### config.mk
export PLATFORM = sky130hd
export DESIGN_NAME = mux_scan_ctrl
export DESIGN_NICKNAME = d
export VERILOG_FILES = /design/src/rtl/mux_scan_pkg.sv /design/src/rtl/mux_scan_next.sv /design/src/rtl/mux_scan_ctrl.sv
export SDC_FILE = /design/constraint.sdc
export NUM_CORES = 1
export LEC_CHECK = 0
export CORE_UTILIZATION = 30
export CTS_CLUSTER_SIZE = 40
export DETAILED_ROUTE_END_ITERATION = 12
export SETUP_SLACK_MARGIN = 0.1
export SLEW_MARGIN = 20
export SYNTH_ARGS = -nofsm -noshare
export SYNTH_HDL_FRONTEND = slang
export SYNTH_SLANG_ARGS = --single-unit
### constraint.sdc
create_clock -name clk -period 2.09 [get_ports clk]
set_input_delay 0.418 -clock clk [delete_from_list [all_inputs] [get_ports clk]]
set_output_delay 0.418 -clock clk [all_outputs]
set_load 0.03 [all_outputs]
### src/rtl/mux_scan_pkg.sv
// Shared types and constants for the mux_scan_ctrl scan front-end.
package mux_scan_pkg;

    typedef enum logic [1:0] {
        IDLE   = 2'd0,
        SETTLE = 2'd1,
        HOLD   = 2'd2
    } state_t;

    localparam int N_CH_DEF       = 4;
    localparam int DWIDTH_DEF     = 8;
    localparam int SETTLE_CYC_DEF = 2;

    localparam logic [N_CH_DEF-1:0] SEL_NONE = '1;

    function automatic int ch_idx_w(input int n);
        return (n > 1) ? $clog2(n) : 1;
    endfunction

endpackage

### src/rtl/mux_scan_next.sv
// Finds the lowest set bit of mask strictly above idx; idx = -1 searches from bit 0.
module mux_scan_next
    import mux_scan_pkg::*;
#(
    parameter int N_CH  = N_CH_DEF,
    parameter int IDX_W = ch_idx_w(N_CH)
) (
    input  logic [N_CH-1:0]    mask,
    input  logic signed [IDX_W:0] idx,
    output logic               found,
    output logic [IDX_W-1:0]   nxt
);

    // NOTE: found/nxt get defaults before the loop so no path leaves them unassigned (no latch).
    always_comb begin
        found = 1'b0;
        nxt   = '0;
        for (int k = N_CH - 1; k >= 0; k--) begin
            if (mask[k] && (k > int'(idx))) begin
                found = 1'b1;
                nxt   = k[IDX_W-1:0];
            end
        end
    end

endmodule

### src/rtl/mux_scan_ctrl.sv
// Round-robin scan controller driving the active-low select of a NAND 4:1 mux.
// Optional continuous scan with stop input: define MUX_SCAN_CONT_EN.
module mux_scan_ctrl
    import mux_scan_pkg::*;
#(
    parameter int N_CH       = N_CH_DEF,
    parameter int DWIDTH     = DWIDTH_DEF,
    parameter int SETTLE_CYC = SETTLE_CYC_DEF
) (
    input  logic                       clk,
    input  logic                       rst,
    input  logic                       start,
    input  logic [N_CH-1:0]            ch_en,
    input  logic [N_CH*DWIDTH-1:0]     data_in,
    output logic [N_CH-1:0]            sel_n,
    output logic                       out_valid,
    input  logic                       out_ready,
`ifdef MUX_SCAN_CONT_EN
    input  logic                       stop,
`endif
    output logic [DWIDTH-1:0]          out_data,
    output logic [ch_idx_w(N_CH)-1:0]  out_ch,
    output logic                       busy,
    output logic                       done
);

    localparam int IDX_W = ch_idx_w(N_CH);
    localparam logic [3:0] SETTLE_LOAD = 4'(SETTLE_CYC - 1);

    state_t              state, state_d;
    logic [N_CH-1:0]     en_q, en_q_d;
    logic [IDX_W-1:0]    cur, cur_d;
    logic [3:0]          cnt, cnt_d;
    logic [N_CH-1:0]     sel_n_d;
    logic                out_valid_d, busy_d, done_d;
    logic [DWIDTH-1:0]   out_data_d;
    logic [IDX_W-1:0]    out_ch_d;

    logic [N_CH-1:0]     srch_mask;
    logic signed [IDX_W:0] srch_from;
    logic                nxt_found;
    logic [IDX_W-1:0]    nxt_ch;
    logic                accept, end_scan;
    logic [IDX_W-1:0]    next_ch;

    // In IDLE the search runs over the live mask from -1; otherwise over en_q above cur.
    assign srch_mask = (state == IDLE) ? ch_en : en_q;
    assign srch_from = (state == IDLE) ? '1 : $signed({1'b0, cur});

    mux_scan_next #(.N_CH(N_CH), .IDX_W(IDX_W)) u_next (
        .mask  (srch_mask),
        .idx   (srch_from),
        .found (nxt_found),
        .nxt   (nxt_ch)
    );

    assign accept = (state == HOLD) && out_valid && out_ready;

`ifdef MUX_SCAN_CONT_EN
    logic             stop_q, stop_q_d;
    logic             first_found;
    logic [IDX_W-1:0] first_ch;

    mux_scan_next #(.N_CH(N_CH), .IDX_W(IDX_W)) u_wrap (
        .mask  (en_q),
        .idx   ('1),
        .found (first_found),
        .nxt   (first_ch)
    );

    assign next_ch  = nxt_found ? nxt_ch : first_ch;
    assign end_scan = stop_q || stop || !(nxt_found || first_found);

    always_ff @(posedge clk or posedge rst) begin
        if (rst) stop_q <= 1'b0;
        else     stop_q <= stop_q_d;
    end

    always_comb begin
        stop_q_d = stop_q || (stop && busy);
        if (state == IDLE && start) stop_q_d = 1'b0;
    end
`else
    assign next_ch  = nxt_ch;
    assign end_scan = !nxt_found;
`endif

    // NOTE: sequential state uses non-blocking assignments so every register samples pre-edge values.
    always_ff @(posedge clk or posedge rst) begin
        if (rst) state <= IDLE;
        else     state <= state_d;
    end

    always_comb begin
        state_d = state;
        case (state)
            IDLE:    if (start && ch_en != '0) state_d = SETTLE;
            SETTLE:  if (cnt == 4'd0) state_d = HOLD;
            HOLD:    if (accept) state_d = end_scan ? IDLE : SETTLE;
            default: state_d = IDLE;
        endcase
    end

    always_comb begin
        en_q_d      = en_q;
        cur_d       = cur;
        cnt_d       = cnt;
        sel_n_d     = sel_n;
        out_valid_d = out_valid;
        out_data_d  = out_data;
        out_ch_d    = out_ch;
        busy_d      = busy;
        done_d      = 1'b0;
        case (state)
            IDLE: begin
                if (start) begin
                    if (ch_en != '0) begin
                        en_q_d          = ch_en;
                        cur_d           = nxt_ch;
                        sel_n_d         = '1;
                        sel_n_d[nxt_ch] = 1'b0;
                        cnt_d           = SETTLE_LOAD;
                        busy_d          = 1'b1;
                    end else begin
                        done_d = 1'b1;
                    end
                end
            end
            SETTLE: begin
                if (cnt == 4'd0) begin
                    out_data_d  = data_in[cur*DWIDTH +: DWIDTH];
                    out_ch_d    = cur;
                    out_valid_d = 1'b1;
                    sel_n_d     = '1;
                end else begin
                    cnt_d = cnt - 4'd1;
                end
            end
            HOLD: begin
                if (accept) begin
                    out_valid_d = 1'b0;
                    if (end_scan) begin
                        busy_d = 1'b0;
                        done_d = 1'b1;
                    end else begin
                        cur_d            = next_ch;
                        sel_n_d          = '1;
                        sel_n_d[next_ch] = 1'b0;
                        cnt_d            = SETTLE_LOAD;
                    end
                end
            end
            default: ;
        endcase
    end

    always_ff @(posedge clk or posedge rst) begin
        if (rst) begin
            en_q      <= '0;
            cur       <= '0;
            cnt       <= '0;
            sel_n     <= '1;
            out_valid <= 1'b0;
            out_data  <= '0;
            out_ch    <= '0;
            busy      <= 1'b0;
            done      <= 1'b0;
        end else begin
            en_q      <= en_q_d;
            cur       <= cur_d;
            cnt       <= cnt_d;
            sel_n     <= sel_n_d;
            out_valid <= out_valid_d;
            out_data  <= out_data_d;
            out_ch    <= out_ch_d;
            busy      <= busy_d;
            done      <= done_d;
        end
    end

endmodule

==> Word-level counts from Yosys, hierarchy flattened <==
Index checks and enable logic that the tools add are counted.
{ "totals": {"ff_bits": 29, "latch_bits": 0, "ram_bits": 0, "rom_bits": 0, "inputBits": 40, "out_inout_bits": 17, "wordCells": 98, "memories": 0} }
{ "op_classes": {"n_addsub": 1, "mul": 0, "div": 0, "order_cmp": 6, "n_eq_ne": 10, "n_shift": 1, "muxes": 47, "bitwise_logic": 1, "n_reduce_logical": 22} }
{ "ops": {"columns": ["op", "count"], "rows": [
  ["$mux W4", 11],
  ["$shiftx A32 B6 Y8", 1],
  ["$pmux W4 S3", 2],
  ["$mux W2", 11],
  ["$mux W1", 16],
  ["$ne A2 B2 Y1 const B", 6],
  ["$reduce_and A6 Y1", 2],
  ["$reduce_and A5 Y1", 2],
  ["$reduce_and A3 Y1", 3],
  ["$logic_and A1 B1 Y1", 8],
  ["$gt A3 B3 Y1 const A", 2],
  ["$pmux W1 S2", 3],
  ["$pmux W2 S3", 1],
  ["$logic_not A4 Y1", 1],
  ["$ne A2 B1 Y1 const B", 2],
  ["$not A4 Y4", 1],
  ["$pmux W2 S2", 1],
  ["$reduce_bool A2 Y1", 2],
  ["$reduce_bool A4 Y1", 1],
  ["$sub A4 B1 Y4 const B", 1],
  ["$gt A1 B3 Y1 const A", 1],
  ["$gt A2 B3 Y1 const A", 1],
  ["$lt A2 B3 Y1 const B", 1],
  ["$mux W3", 1],
  ["7 further kinds", 7]
]} }

==> Logic depth before layout (Yosys ltp) <==
Gate-level depths: netlist (run 1).
{ "depth": {"word_depth": 16, "depth_mapped": 7, "ltp_nobuf": 6} }

==> Cells and area by module <==
A second synthesis (run 1) with hierarchy kept.
{ "unflattened": {"cells_unflattened": 138, "hier_area_um2": 1687.9} }
{ "by_module_without_submodules": {"columns": ["mod", "instances", "cells_each", "area_per_inst_um2", "seq_area_each_um2"], "rows": [
  ["mux_scan_ctrl", 1, 123, 1582.8, 730.7],
  ["mux_scan_next", 1, 15, 105.1, 0.0]
]} }

==> Least setup slack after synthesis (run 1) <==
Ideal clock, no wire load.
{ "synth_timing": {"path_type": "register to register", "start": "register cnt[0]", "end": "register sel_n[0]", "setup_ns": 0.082, "arrival_ns": 1.642, "required_ns": 2.008, "setup_slack_ns": 0.366, "stages_incl_launch_ff": 7, "path_buffers": 0, "period_less_slack_ns": 1.724, "path_cell_list": "dfrtp_1 inv_1 ha_1 nor3b_1 mux2i_1 o22ai_2 mux2_2"} }
{ "synth_between": {"elab_chain_cells": 3} }
{ "synth_lines": {"columns": ["item", "line_no", "source"], "rows": [
  ["start, declared", "mux_scan_ctrl.sv:33", "logic [3:0] cnt, cnt_d;"],
  ["start signal, assigned", "mux_scan_ctrl.sv:171", "cnt <= cnt_d;"],
  ["$logic_not A4 Y1", "mux_scan_ctrl.sv:130", "if (cnt == 4'd0) begin"],
  ["$ne A2 B2 Y1 (no source line)", null, null],
  ["$reduce_and A6 Y1 (no source line)", null, null],
  ["end signal, assigned", "mux_scan_ctrl.sv:172", "sel_n <= sel_n_d;"],
  ["end, declared", "mux_scan_ctrl.sv:15", "output logic [N_CH-1:0] sel_n,"]
]} }
No other way between the ends.
A chain may end at the register's enable or synchronous reset.

==> Worst setup path after layout (run 1) <==
{ "layout_timing": {"start": "register sel_n[2]", "end": "output sel_n[2]"} }
No word-level cell between the ends.

==> results of run 1 <==
==> power by group through the flow <==
stage               Clock (mW)  Sequential (mW)  Combinational, mW
floorplan                    0             1.25               1.09
global placement             0            0.989               2.02
detailed placement           0            0.993               2.02
CTS                      0.452            0.986               2.03
global route             0.477             1.02               2.20
finish                   0.444            0.985               2.01
==> cells in the mapped netlist, drive strengths merged (2+ instances only) <==
cell type | n | area share (%)
nor2b | 3 | 1.1
o2111ai | 2 | 1.0
nand2b | 2 | 0.74
and2 | 3 | 1.3
nor2 | 4 | 0.89
dfrtp | 24 | 35
dfstp | 4 | 6.2
or3b | 3 | 1.6
nand3 | 2 | 0.59
o21ai | 7 | 2.1
nor3 | 4 | 1.2
nand2 | 43 | 9.5
nor3b | 2 | 0.89
a21oi | 2 | 0.59
o2bb2ai | 2 | 1.0
mux2i | 3 | 1.8
mux2 | 7 | 4.9
clkbuf | 3 | 1.3
buf | 4 | 2.4
or2b | 2 | 0.96
mux4 | 8 | 11
ha | 2 | 1.5
inv | 5 | 1.1
==> logic make-up after synthesis <==
group,count (synthesis),synth area share (%)
and+or+nand+nor,75,22.0
AOI/OAI and AO/OA,28,12.7
DFF,28,41.7
muxes,18,17.3
buffers and inverters,12,4.80
adders and majority gates,2,1.48
==> cell type report <==
class / count / area, um2
multi-input cells: 123 / 906
clock inverters: 1 / 30.0
well taps: 70 / 87.6
flip-flops and latches: 28 / 706
fillers: 539 / 2780
inverters: 5 / 18.8
repair buffers: 74 / 703
clock buffers: 3 / 41.3
==> registers in the layout, summed over array words and instances (netlist names), 2 cells and up <==
signal / cells
cnt: 4
out_ch: 2
cur: 2
out_data: 8
state: 2
en_q: 3
sel_n: 4
==> per-layer routing <==
| layer | share of wire [%] | up-vias |
|---|---|---|
| li1 | - | 733 |
| met1 | 46 | 708 |
| met2 | 47 | 45 |
| met3 | 5.5 | 5 |
| met4 | 1.6 | 0 |
| met5 | 0 | - |
==> through the flow <==
stage	util, %	setup TNS, ns	setup WS, ns	hold slack [ns]	cells
6_report	47.3	0	0.183	0.414	304
3_3_place_gp	45.8	-0.203	-0.0822	0.457	300
2_1_floorplan	-	0	0.366	0.451	163
4_1_cts	47.2	0	0.151	0.489	304
5_1_grt	47.3	0	0.110	0.445	304
3_5_place_dp	45.8	-0.459	-0.150	0.466	300
==> path summary, 6_finish.rpt <==
kind                       endpoint  slack [ns]      from
max in group asynchronous  sel_n[0]        1.29       rst
setup / recovery           sel_n[2]        0.18  sel_n[2]
setup reg to reg             cur[0]        0.24    cur[0]
min in group asynchronous    cnt[3]        0.49       rst
hold reg to reg                busy        0.48      busy
hold / removal                 done        0.41     start
==> flow_summary.yaml, run 1 <==
placement:
  dpl.hpwl_mm: 3.15
  place_area_mm2: 0.00241
  portBuffers: 56
  gp_congestion: 0.767
timing:
  max_slew_margin_pct: 71.4
  finalMaxSlewViolations: 0
  worstMarginPinSlew_ns: 0.417
  period_share_pct: 91.2
  finalCriticalPeriod_ns: 1.91
  finalClockSkew_ns: 0.00520
  hold_viol_final: 0
  rsz0062_at_grt: "no"
  setup_viol: 0
  max_freq_mhz: 524
power_and_ir_drop:
  intPower_mw: 2.03
  p_switching_mw: 1.41
  pwr-share-comb_pct: 58.4
  leakage_nw: 1.06
  powerDensity_mw_per_mm2: 1380
  seq_power_share_pct: 28.7
  peakVddDrop_mv: 0.424
  power.total_mw: 3.44
  switching_share_pct: 41.0
  clkPwrFrac_pct: 12.9
worst_setup_path:
  crit_arrival_ns: 1.49
  cpPeakStageDelay_ns: 0.66
  cp_top_family: "buffers and inverters"
  r2r_cells: 4
  worstSetupPathDepth: 1
  required_ns: 1.67
  crit_path_end_kind: "output pin"
  cp_slowest_cell: "clkdlybuf4s50_1"
  worstSetupPathType: "flop to output pin"
  path_max_fanout: 2
  crit_chain: "clkdlybuf4s50_1"
  cp-start-kind: "flop"
  crit_buf_inv: 1
grt:
  use_met2_pct: 24.3
  grt_pass1_wl_mm: 6.87
  grt_pass1_vias: 1503
  use_met1_pct: 18.6
  grt_max_degree: 29
  grt.busiest_layer: "met2"
  grt_overflow: 0
  antenna_found_initial: 0
  grtUsageTotal_pct: 14.7
  met3_usage_pct: 3.10
clock_tree:
  clkSinkCount: 28
  cts_tree: "built"
  post_cts_resize_count: 0
  clock_latency_ns: 0.29
  htreeDepth: 1
  clk_pin_slew_ns: 0.10
  cts_setup_buffers: 0
  cts-root-buf: "clkbuf_8"
  postCtsHoldBufs: 0
  cts_buffers: 3
  clock_path_buffers: 2
synthesis:
  synth_edf_count: 0
  synth-async-reset-ratio_pct: 100
  syn_avg_cell_area_um2: 10.4
  seq_area_frac_synth_pct: 41.7
  synth_cell_types: 52
  netlist_area_mm2: 0.00169
  syn_inst: 163
  synth_warnings: 0
  synth-seq-cells: 28
  synthesis.nets: 205
  synth_flop_cell: "dfrtp_1"
routing:
  avgRoutedWirePerCell_um: 13.4
  wl_mm: 4.08
  detail_route.vias_per_cell: 4.90
  drtPass1Iterations: 4
  ant_nets: 0
  drtIter0Drc: 97
  post-route-drc-count: 0
  vias: 1491
worst_hold_path:
  hold_path.class: "primary input to flop"
  hold_depth: 3
cells_and_area:
  syn_to_final_growth_pct: 47.2
  drive_gt1_share_pct: 19.7
  antenna_cells: 0
  nets: 277
  stdcell_area_mm2: 0.00249
  final_cell_mix: "clkdlybuf4s50_1, nand2_1, dfrtp_1"
  layout_commonest_cell: "clkdlybuf4s50_1"
floorplanning:
  core_region_area_mm2: 0.00527
  io_pins: 57
  chipHeight_um: 77.1
  die-area_mm2: 0.00595
  num_rows: 26
  die-width_um: 77.1
  initial_core_util_pct: 32.1
run:
  cap_violations: 0
run_status:
  outcome: "complete, no violations"
(Power assumes the default switching activity.)
==> inputs of run 2 (changes only) <==
- ABC_AREA: default -> 1
- CORE_ASPECT_RATIO: default -> 2
==> run 2 against run 1 <==
Synthesized cell count increased by 35%. Largest cell class unchanged. Combinational power about the same. Highest routed layer unchanged. Critical path type unchanged. Die area decreased by 2.5%.
==> flow_summary.yaml, run 2 <==
clock_tree:
  cts_setup_buffers: 0
  cts_tree: "built"
  clock_path_buffers: 2
  clk_pin_slew_ns: 0.09
  cts_buffers: 3
  clkSinkCount: 28
  postCtsHoldBufs: 0
  cts-root-buf: "clkbuf_8"
  post_cts_resize_count: 0
  htreeDepth: 1
  clock_latency_ns: 0.27
worst_hold_path:
  hold_depth: 2
  hold_path.class: "flop to flop"
  hold_end: "sel_n[1]"
  min-delay-start: "sel_n[1]"
grt:
  use_met2_pct: 32.8
  use_met1_pct: 18.2
  grtUsageTotal_pct: 17.9
  grt_pass1_vias: 1671
  antenna_found_initial: 0
  grt.busiest_layer: "met2"
  met3_usage_pct: 2.70
  grt_overflow: 0
  grt_pass1_wl_mm: 7.51
  grt_max_degree: 29
routing:
  drtPass1Iterations: 4
  post-route-drc-count: 0
  wl_mm: 4.42
  drtIter0Drc: 15
  avgRoutedWirePerCell_um: 13.1
  ant_nets: 0
  detail_route.vias_per_cell: 4.78
  vias: 1611
synthesis:
  synth_cell_types: 30
  synth_warnings: 0
  netlist_area_mm2: 0.00164
  synth_top_area_share_pct: 36.5
  yosys-top-cells-count: "nor2_1, nand2_1, o21ai_0"
  synthTopCellsByArea: "dfrtp_1, nor2_1, nand2_1, o21ai_0, dfstp_2"
  synth_flop_cell: "dfrtp_1"
  yosysTopAreaCell: "dfrtp_1"
  synthesis.nets: 262
  synth_edf_count: 0
  synth-seq-cells: 28
  synth-async-reset-ratio_pct: 100
  syn_inst: 220
  yosysMostFrequentCell: "nor2_1"
  syn_avg_cell_area_um2: 7.47
  seq_area_frac_synth_pct: 42.9
floorplanning:
  die-area_mm2: 0.00580
  die-width_um: 54.3
  chipHeight_um: 107
  core_region_area_mm2: 0.00518
  initial_core_util_pct: 31.7
  num_rows: 37
  io_pins: 57
timing:
  finalClockSkew_ns: 0.00229
  period_share_pct: 91.0
  setup_viol: 0
  hold_viol_final: 0
  max_freq_mhz: 526
  finalCriticalPeriod_ns: 1.90
  max_slew_margin_pct: 72.9
  finalMaxSlewViolations: 0
  fin_tns_setup_ns: 0
  worstMarginPinSlew_ns: 0.405
  rsz0062_at_grt: "no"
worst_setup_path:
  cp_top_family: "buffers and inverters"
  required_ns: 1.67
  timing.rr.end: "out_ch[0]"
  reg2reg_slack_ns: 0.44
  cp-start-kind: "flop"
  cp_slowest_cell: "clkdlybuf4s50_1"
  crit_path_end_kind: "output pin"
  cpPeakStageDelay_ns: 0.66
  crit_chain: "clkdlybuf4s50_1"
  crit_buf_inv: 1
  path_max_fanout: 2
  crit_arrival_ns: 1.48
  r2r_cells: 7
  worstSetupPathType: "flop to output pin"
  reg2reg_from: "cnt[0]"
cells_and_area:
  syn_to_final_growth_pct: 40.6
  nFillCells: 526
  multi_input_area_um2: 797
  nets: 322
  regMostFlops: "out_data"
  register_area_um2: 706
  antenna_cells: 0
  largest_reg_flops: 8
  drive_gt1_share_pct: 12.5
  final_cell_mix: "clkdlybuf4s50_1, nor2_1, nand2_1"
  reg_top3: "out_data: 8 flops, cnt: 4 flops, sel_n: 4 flops"
  layout_commonest_cell: "clkdlybuf4s50_1"
run_status:
  outcome: "complete, no violations"
power_and_ir_drop:
  power.total_mw: 3.28
  powerDensity_mw_per_mm2: 1420
  peakVddDrop_mv: 0.607
  leakage_nw: 1.04
run:
  cap_violations: 0
placement:
  portBuffers: 56
  gp_congestion: 0.950
  dpl.hpwl_mm: 3.57
==> run 2: cell count changes after synthesis, sizes merged, moves of 4 or more <==
| cell | change |
|---|---|
| mux4 | -8 |
| nor2 | +50 |
| o21ai | +24 |
| mux2 | -7 |
| a31oi | +8 |
| nor3 | -4 |
| nand3 | +11 |
| inv | +19 |
==> run 2: final cells by class <==
class | instances | share of cell area (%)
repair buffers | 61 | 25.9
inverters | 24 | 4.01
multi-input cells | 162 | 34.5
well taps | 58 | 3.14
flip-flops and latches | 28 | 30.5
clock buffers | 4 | 1.95
==> run 2: power by group <==
| group | leakage, nW | internal (mW) | switching (mW) |
|---|---|---|---|
| clock | 0.0228 | 0.137 | 0.165 |
| sequential | 0.326 | 0.801 | 0.147 |
| combinational | 0.688 | 0.776 | 1.26 |
| total | 1.04 | 1.71 | 1.57 |
==> run 2: stage by stage <==
step	worst slack [ns]	hold WS [ns]	cell area [um2]	instances	utilization, %
final	0.188	0.473	2310	337	44.6
after detailed placement	0.276	0.462	2270	333	43.7
after global routing	0.139	0.485	2310	337	44.6
after CTS	0.168	0.476	2310	337	44.6
after floorplan	0.698	0.453	1640	220	-
after global placement	0.284	0.458	2270	333	43.7
==> run 2: how the worst max path moves through the flow <==
stage             start           to  slack (ns)  cells past startpoint
2_1_floorplan    cnt[0]  out_data[6]        0.70                      7
3_3_place_gp   ch_en[1]       cur[0]        0.28                     10
3_5_place_dp   ch_en[2]       cnt[0]        0.28                      9
4_1_cts        sel_n[2]     sel_n[2]        0.17                      1
5_1_grt        sel_n[1]     sel_n[1]        0.14                      1
6_report       sel_n[2]     sel_n[2]        0.19                      1
==> run 2: per-layer routing <==
layer	vias up	wire length [um]
li1	825	-
met1	735	1520
met2	42	2630
met3	9	143
met4	0	121
met5	-	0
==> run 2: cell families (layout without fill, tap and decap cells) <==
| group | after synthesis | in the layout | share of synthesized area [%] |
|---|---|---|---|
| AND/OR/NAND/NOR | 115 | 115 | 31.5 |
| buffers and inverters | 30 | 89 | 8.60 |
| XOR/XNOR | 2 | 2 | 1.07 |
| AO/OA/AOI/OAI | 43 | 43 | 14.4 |
| flip-flops | 28 | 28 | 42.9 |
| adder cells (fa/ha/maj) | 2 | 2 | 1.52 |
==> inputs of run 3 (changes only) <==
- GPL_ROUTABILITY_DRIVEN: default -> 1
- clock period: 2.09 -> 2.1 ns (I/O delays scaled with it)
==> run 3 against run 2 <==
Die area unchanged. Via count decreased by 1.2%. Core utilization unchanged. Worst setup slack improved by 0.0076 ns. Clock power about the same. Clock skew decreased by 0.0011 ns. Cell area unchanged. Non-clock buffer count unchanged. Total power decreased by 0.60%. Worst hold slack got worse by 0.00052 ns. Global-route usage decreased by 0.18 points. Largest cell class unchanged. Largest power group unchanged. Highest routed layer unchanged.
==> flow_summary.yaml, run 3 (synthesized netlist as in run 2, its figures left out) <==
grt:
  met3_usage_pct: 2.84
  grt_overflow: 0
  antenna_found_initial: 0
  grt_pass1_vias: 1653
  grt_max_degree: 29
  grtUsageTotal_pct: 17.7
  grt.busiest_layer: "met2"
  grt_pass1_wl_mm: 7.42
  use_met1_pct: 17.5
  use_met2_pct: 33.2
floorplanning:
  initial_core_util_pct: 31.7
  io_pins: 57
  die-area_mm2: 0.00580
  core_region_area_mm2: 0.00518
  die-width_um: 54.3
  num_rows: 37
  chipHeight_um: 107
power_and_ir_drop:
  clkPwrFrac_pct: 9.2
  powerDensity_mw_per_mm2: 1410
  leakage_nw: 1.04
  power.total_mw: 3.27
  switching_share_pct: 47.8
  seq_power_share_pct: 29.0
  p_switching_mw: 1.56
  peakVddDrop_mv: 0.649
  intPower_mw: 1.71
  pwr-share-comb_pct: 61.8
clock_tree:
  postCtsHoldBufs: 0
  cts_tree: "built"
  htreeDepth: 1
  clock_path_buffers: 2
  cts-root-buf: "clkbuf_8"
  clk_pin_slew_ns: 0.09
  clkSinkCount: 28
  clock_latency_ns: 0.27
  cts_buffers: 3
  cts_setup_buffers: 0
  post_cts_resize_count: 0
worst_setup_path:
  crit_buf_inv: 1
  reg2reg_slack_ns: 0.46
  timing.rr.end: "out_ch[0]"
  crit_path_end_kind: "output pin"
  crit_chain: "clkdlybuf4s50_1"
  cp_top_family: "buffers and inverters"
  required_ns: 1.68
  cp-start-kind: "flop"
  path_max_fanout: 2
  reg2reg_from: "cnt[0]"
  cpPeakStageDelay_ns: 0.66
  worstSetupPathType: "flop to output pin"
  crit_arrival_ns: 1.48
  cp_slowest_cell: "clkdlybuf4s50_1"
  r2r_cells: 7
cells_and_area:
  final_cell_mix: "clkdlybuf4s50_1, nor2_1, nand2_1"
  regMostFlops: "out_data"
  drive_gt1_share_pct: 12.5
  register_area_um2: 706
  nets: 322
  reg_top3: "out_data: 8 flops, cnt: 4 flops, sel_n: 4 flops"
  layout_commonest_cell: "clkdlybuf4s50_1"
  layoutNonFillerInstCount: 337
  multi_input_area_um2: 797
  syn_to_final_growth_pct: 40.6
  nFillCells: 539
  stdcell_area_mm2: 0.00231
  fin_util_pct: 44.6
  antenna_cells: 0
  largest_reg_flops: 8
routing:
  wl_mm: 4.38
  drtIter0Drc: 12
  ant_nets: 0
  detail_route.vias_per_cell: 4.72
  post-route-drc-count: 0
  avgRoutedWirePerCell_um: 13.0
  vias: 1592
  drtPass1Iterations: 5
placement:
  gp_congestion: 0.950
  dpl.hpwl_mm: 3.55
  dpl_worst_slack_ns: 0.291
  portBuffers: 56
  place_area_mm2: 0.00227
  dp_cells: 333
timing:
  fin_tns_setup_ns: 0
  rsz0062_at_grt: "no"
  finalClockSkew_ns: 0.00121
  max_slew_margin_pct: 73.0
  hold_viol_final: 0
  setup_ws_ns: 0.195
  finalCriticalPeriod_ns: 1.90
  setup_viol: 0
  worstMarginPinSlew_ns: 0.404
  finalMaxSlewViolations: 0
  period_share_pct: 90.7
  worst_hold_slack_ns: 0.472
  max_freq_mhz: 525
worst_hold_path:
  hold_depth: 2
  hold_path.class: "flop to flop"
  hold_end: "sel_n[1]"
  min-delay-start: "sel_n[1]"
run_status:
  outcome: "complete, no violations"
run:
  cap_violations: 0
[run 3: how the worst max path moves through the flow]
stage,slack (ns),start,endpoint,depth (start not counted)
after floorplan,0.71,cnt[0],out_data[6],7
after global placement,0.29,ch_en[1],cur[0],10
after detailed placement,0.29,ch_en[2],cnt[0],9
after CTS,0.18,sel_n[2],sel_n[2],1
after global routing,0.15,sel_n[1],sel_n[1],1
final,0.20,sel_n[2],sel_n[2],1
[run 3: per-layer routing]
metal  vias up  wire (um)
li1        829          -
met1       705       1500
met2        49       2610
met3         9        158
met4         0        109
met5         -          0
[run 3: final cells by class]
class	instances	share of cell area [%]
repair buffers	61	25.9
multi-input cells	162	34.5
inverters	24	4.01
flip-flops and latches	28	30.5
clock buffers	4	1.95
well taps	58	3.14
[run 3: power groups by stage]
stage	sequential [mW]	clock, mW	combinational (mW)
final	0.946	0.300	2.02
after global routing	0.973	0.335	2.26
after CTS	0.951	0.314	2.05
after detailed placement	0.959	0	2.04
after global placement	0.953	0	2.03
after floorplan	1.21	0	1.16
